<file path="src/rtl/seq_fact_unit.sv">
// Sequential factorial engine: one truncated multiply per clock, sticky overflow.
// Handshake: start accepted while ready; done pulses once with dout/ovf valid.
module seq_fact_unit #(
  parameter int IN_W  = 8,
  parameter int OUT_W = 64
) (
  input  logic             clk,
  input  logic             rst,
  input  logic             start,
  input  logic [IN_W-1:0]  din,
  output logic             ready,
  output logic             busy,
  output logic             done,
  output logic [OUT_W-1:0] dout,
  output logic             ovf
);

  localparam int PW = OUT_W + IN_W;
  localparam logic [IN_W-1:0]  CNT_ONE = IN_W'(1);
  localparam logic [OUT_W-1:0] ACC_ONE = OUT_W'(1);

  typedef enum logic [1:0] {
    S_IDLE = 2'd0,
    S_CALC = 2'd1,
    S_DONE = 2'd2
  } state_t;

  state_t           state_q, state_d;
  logic [OUT_W-1:0] acc_q, acc_d;
  logic [IN_W-1:0]  cnt_q, cnt_d;
  logic             ovf_r_q, ovf_r_d;
  logic [OUT_W-1:0] dout_q, dout_d;
  logic             ovf_q, ovf_d;

  logic [PW-1:0]    prod;
  logic             prod_hi;

  // Full-width product so bits lost to truncation can still raise the overflow flag.
  assign prod    = {{IN_W{1'b0}}, acc_q} * {{OUT_W{1'b0}}, cnt_q};
  assign prod_hi = |prod[PW-1:OUT_W];

  always_comb begin
    state_d = state_q;
    acc_d   = acc_q;
    cnt_d   = cnt_q;
    ovf_r_d = ovf_r_q;
    dout_d  = dout_q;
    ovf_d   = ovf_q;
    case (state_q)
      S_IDLE: begin
        if (start) begin
          acc_d   = ACC_ONE;
          cnt_d   = din;
          ovf_r_d = 1'b0;
          state_d = S_CALC;
        end
      end
      S_CALC: begin
        if (cnt_q <= CNT_ONE) begin
          dout_d  = acc_q;
          ovf_d   = ovf_r_q;
          state_d = S_DONE;
        end else begin
          acc_d   = prod[OUT_W-1:0];
          cnt_d   = cnt_q - CNT_ONE;
          ovf_r_d = ovf_r_q | prod_hi;
        end
      end
      S_DONE: begin
        state_d = S_IDLE;
      end
      default: begin
        state_d = S_IDLE;
      end
    endcase
  end

  always_ff @(posedge clk) begin
    if (rst) begin
      state_q <= S_IDLE;
      acc_q   <= '0;
      cnt_q   <= '0;
      ovf_r_q <= 1'b0;
      dout_q  <= '0;
      ovf_q   <= 1'b0;
    end else begin
      state_q <= state_d;
      acc_q   <= acc_d;
      cnt_q   <= cnt_d;
      ovf_r_q <= ovf_r_d;
      dout_q  <= dout_d;
      ovf_q   <= ovf_d;
    end
  end

  assign ready = (state_q == S_IDLE);
  assign busy  = (state_q == S_CALC) || (state_q == S_DONE);
  assign done  = (state_q == S_DONE);
  assign dout  = dout_q;
  assign ovf   = ovf_q;

endmodule

</file>
<file path="config.mk">
export PLATFORM = sky130hd
export DESIGN_NAME = seq_fact_unit
export DESIGN_NICKNAME = d
export VERILOG_FILES = /design/src/rtl/seq_fact_unit.sv
export SDC_FILE = /design/constraint.sdc
export NUM_CORES = 1
export LEC_CHECK = 0
export ABC_CLOCK_PERIOD_IN_PS = 6700
export CORE_AREA = 2 2 246 200
export DETAILED_ROUTE_END_ITERATION = 10
export DIE_AREA = 0 0 248 202
export PLACE_DENSITY = 0.61
export SLEW_MARGIN = 10
export SYNTH_ARGS = -nofsm -noshare
export SYNTH_HDL_FRONTEND = slang
export SYNTH_SLANG_ARGS = --single-unit
</file>
<file path="constraint.sdc">
create_clock -name clk -period 6.7 [get_ports clk]
set_clock_uncertainty 0.1 [all_clocks]
set_input_delay 1.005 -clock clk [delete_from_list [all_inputs] [get_ports clk]]
set_output_delay 1.005 -clock clk [all_outputs]
set_load 0.01 [all_outputs]
</file>
### After elaboration in Yosys (flattened, before gate mapping)

Index checks and enable logic that the tools add are counted.

| operators by class | value |
|---|---|
| eq/ne operators | 5 |
| muxes and demuxes | 12 |
| multipliers | 1 |
| $add $sub $neg | 1 |
| reduce and logical (&&, ||, !) cells | 7 |
| order comparisons | 1 |
| bitwise operators | 1 |

Operators by type and width:

| operator | count |
|---|---|
| 2-to-1 mux 64 bit | 2 |
| case mux 64 bit (2 select lines) | 1 |
| multiplier 64 x 8 -> 72 bit | 1 |
| 2-to-1 mux 8 bit | 2 |
| case mux 8 bit (2 select lines) | 1 |
| <= comparator 8 x 1 -> 1 bit, second input constant | 1 |
| OR reduction 8 bit | 1 |
| subtractor 8 x 1 -> 8 bit, second input constant | 1 |
| inequality test 2 bit, second input constant | 3 |
| 2-to-1 mux 2 bit | 2 |
| case mux 2 bit (2 select lines) | 1 |
| AND reduction 2 bit | 2 |
| AND reduction 3 bit | 1 |
| equality test 2 x 1 -> 1 bit, second input constant | 1 |
| equality test 2 bit, second input constant | 1 |
| logical NOT 2 bit | 1 |
| 2-to-1 mux 1 bit | 2 |
| case mux 1 bit (2 select lines) | 1 |
| nonzero test 2 bit | 1 |
| logical OR 1 bit | 1 |
| OR 1 bit | 1 |

| word-level totals | value |
|---|---|
| word-level logic and storage cells | 34 |
| register bits | 140 |
| input port bits | 11 |
| output and inout bits | 68 |

### Depth between registers and ports, before layout

| depth | value |
|---|---|
| depth after elaboration | 5 |
| gate-level depth with buffers | 23 |
| depth with buffers taken out | 20 |

### Worst setup path after synthesis

Ideal clock, no wire load.

| timing | value |
|---|---|
| kind | register to register |
| start point | register cnt_q[3] |
| end point | register ovf_r_q |
| data arrival time | 5286 ps |
| stages on the path, launching flop included | 22 |
| library setup time | 133 ps |
| required time | 6467 ps |
| period minus slack after synthesis | 5519 ps |
| buffers on the path | 3 |
| slack | 1181 ps |
| cells stage by stage | dfxtp_1 > clkbuf_1 > clkbuf_1 > and2_1 > fa_1 > fa_1 > fa_1 > inv_1 > fa_1 > inv_1 > ha_1 > buf_2 > nand3_1 > nor3_1 > o31ai_1 > a21bo_1 > a211oi_4 > o211ai_2 > a211o_1 > a21o_1 > a2111oi_2 > a311oi_1 |

| between the ends | value |
|---|---|
| longest elaborated chain between the ends | 5 |
| elaborated cells between the ends (all ways) | 8 |
| classes of those cells | mul: 1; order compare: 1; eq/ne: 1; mux: 2; bitwise: 1; reduce/logical: 2 |

Ends and longest elaborated chain:

| what | RTL line | text |
|---|---|---|
| start, declared | 30 | `logic [IN_W-1:0] cnt_q, cnt_d;` |
| start signal, assigned | 89 | `cnt_q <= cnt_d;` |
| multiplier 64 x 8 -> 72 bit | 39 | `assign prod = {{IN_W{1'b0}}, acc_q} * {{OUT_W{1'b0}}, cnt_q};` |
| OR reduction 8 bit | 40 | `assign prod_hi = \|prod[PW-1:OUT_W];` |
| OR 1 bit | 66 | `ovf_r_d = ovf_r_q \| prod_hi;` |
| 2-to-1 mux 1 bit | 59 | `if (cnt_q <= CNT_ONE) begin` |
| case mux 1 bit (2 select lines) | 49 | `case (state_q)` |
| end signal, assigned | 90 | `ovf_r_q <= ovf_r_d;` |
| end, declared | 31 | `logic ovf_r_q, ovf_r_d;` |

Several ways; a longest one is shown, not always the timed one. The select of a mux whose other input is x is not followed.
A chain may end at the register's enable or synchronous reset.

### Worst setup path in the final report

| timing | value |
|---|---|
| start point | register cnt_q[4] |
| end point | register ovf_r_q |

The elaborated chain is that of the path after synthesis.

==> results.txt <==
Pwr Density: 121 nW/um^2
final instance area: 22900 um^2
met3 wire length: 4.39 mm
ys async rst share: 0%
PortBufs: 78
CTS clk-pin slew, worst paths: 0.07 ns
max_cap viols: 0
synthesized area: 21200 um^2
first drt pass iteration count: 6
Peak supply drop: 0.222 mV
CP required: 6.95 ns
WL final: 60.2 mm
Die Wd: 248 um
core area: 47700 um^2
HPWL Detailed: 44.9 mm
Synth top cells by count: and2_1 (423), fa_1 (372), nand2_1 (295)
post-synthesis sequential area ratio: 13.2%
Rel. slew slack: 29.9%
Vias: 16900
Yosys cell types: 68
Die Footprint: 50100 um^2
Fin. Hold Viols: 0
critical-path maximum fanout: 29
CTS Hold Bufs: 0
Slew Limit Fails: 0
vias per cell: 5.48
Post-synth EDFFs: 0
Mapped Avg Cell Area: 8.52 um^2
met2 WL: 26.0 mm
ANT nets after route: 0
initial core utilization: 44.6%
boundary pin count: 79
All-Layer GR Usage: 25.6%
static leakage: 10.9 nW
Setup crit end kind: flip-flop
Syn Inst Count: 2492
Synth area leader: fa_1
period utilisation layout: 94.9%
status: finished, final reports clean
DR WL/cell: 19.6 um
Die Y: 202 um
crit path DAT: 6.61 ns
clock buffer depth: 2
maximum clock frequency: 0.157 GHz
syn_nets: 2972
Fin Setup TNS: 0 ns
global-route congestion overflow total: 0
share of layout cells above drive strength 1: 3.10%
Starting DRT DRC Count: 1282
CTS Buf Count: 17
highest metal used: met4
RD Place Congestion: 0.918
most common cell in the netlist: and2_1
Area Overhead vs Synth: 7.84%
first-pass GRT wire length: 99.7 mm
largest net degree at the start of global routing: 76
DP Worst Slack: 0.513 ns
number of global-route vias before repair: 18200
Site Rows: 72
fill cell count: 4592
H-tree levels: 4
placed cell area: 22300 um^2
Setup violations, final: 0
top cell type's share of synthesized area: 35.1%
number of antenna repair diodes: 0
Routed met1 length: 28.7 mm
Clock Latency Late Sink: 0.51 ns
initial antenna violation count: 0
Critical Path Start Type: flip-flop
fin worst setup slack: 0.341 ns
Crit Path Class: flip-flop to flip-flop
post-CTS setup buffers: 0
RSZ-0062 raised after global routing: false
clk sinks: 140
CTS tree: built
Root Buffer: clkbuf_16
register bit total from synthesis: 140
dpl cells: 3047
Post-route DRC: 0
Main synth FF type: dfxtp_1
# resized after CTS: 0
HP Class: flip-flop to flip-flop
Synthesis Warnings: 0
nets@finish: 2917
Worst-Margin Slew: 1.05 ns
top post-synthesis cells by area: fa_1 (35%), dfxtp_1 (13%), and2_1 (12%)
final worst path period need: 6.36 ns
post-route insts no fill: 3078
worst max-delay path: stages (launching register included):
cell and delay (ns):
dfxtp_2 0.82, buf_4 0.46, and2_1 0.21, fa_1 0.44, fa_1 0.58, fa_1 0.44
fa_1 0.46, ha_1 0.40, a21oi_1 0.21, o21bai_1 0.08, a21oi_1 0.24, o21ai_1 0.11
a211oi_1 0.51, o21ai_0 0.29, nor3_1 0.24, xnor2_1 0.10, a2111oi_2 0.34, a311oi_1 0.13
cell type report:
cell class              instances  area (um^2)  share of cell area, %
multi-input cells            1885        16700                   72.8
clock buffers                  25          485                   2.12
inverters                     292         1100                   4.79
flip-flops and latches        140         2810                   12.3
clock inverters                 6         86.3                  0.377
well taps                     629          787                   3.44
repair buffers                101          963                   4.21
state kept, by name, summed over array words and instances (netlist names):
signal,cells
acc_q,64
dout,64
ovf_r_q,1
state_q,2
cnt_q,8
ovf,1
cell families (layout without fill, tap and decap cells):
kind of cell | after synthesis | count (layout) | share of synthesized area (%)
compound gates | 415 | 415 | 12.4
mux | 2 | 2 | 0.0943
flops | 140 | 140 | 13.2
buf+inv | 467 | 424 | 8.37
simple gates | 942 | 942 | 22.8
fa+ha+maj | 469 | 469 | 40.8
xor+xnor | 57 | 57 | 2.35
cell usage in the layout (no fill, tap or decap), types with 27 or more instances in the layout:
master             n
and2_1           422
fa_1             372
nand2_1          294
inv_1            292
a21oi_1          173
dfxtp_1          132
nor2_1           101
ha_1              97
clkdlybuf4s50_1   77
o21ai_0           56
a22oi_1           49
xnor2_1           31
a21o_1            30
nor3_1            27
nand3_1           27
where the power goes:
part / switching (mW) / total [mW] / internal [mW]
Sequential: 0.148 / 1.01 / 0.859
Combinational: 0.615 / 0.772 / 0.157
Clock: 0.426 / 0.999 / 0.573
Total: 1.19 / 2.78 / 1.59
per-layer routing:
metal | vias to the layer above | GRT usage, %
li1 | 7750 | -
met1 | 8536 | 37.1
met2 | 520 | 37.9
met3 | 62 | 6.56
met4 | 0 | 6.59
met5 | - | 0
stage by stage:
| stage | util, % | hold WS [ns] | total power, mW |
|---|---|---|---|
| floorplan | - | 0.342 | 1.38 |
| global placement | 46.9 | 0.341 | 1.75 |
| detailed placement | 46.9 | 0.347 | 1.78 |
| CTS | 48.1 | 0.355 | 2.78 |
| global route | 48.1 | 0.372 | 2.88 |
| finish | 48.1 | 0.353 | 2.78 |
path summary, 6_finish.rpt:
path	start	cells past startpoint	slack, ns	to
hold / removal	dout[9]	2	0.35	dout[9]
hold reg to reg	dout[9]	2	0.35	dout[9]
setup / recovery	cnt_q[4]	17	0.34	ovf_r_q
setup reg to reg	cnt_q[4]	17	0.34	ovf_r_q
Power figures use the tool's default switching activity.
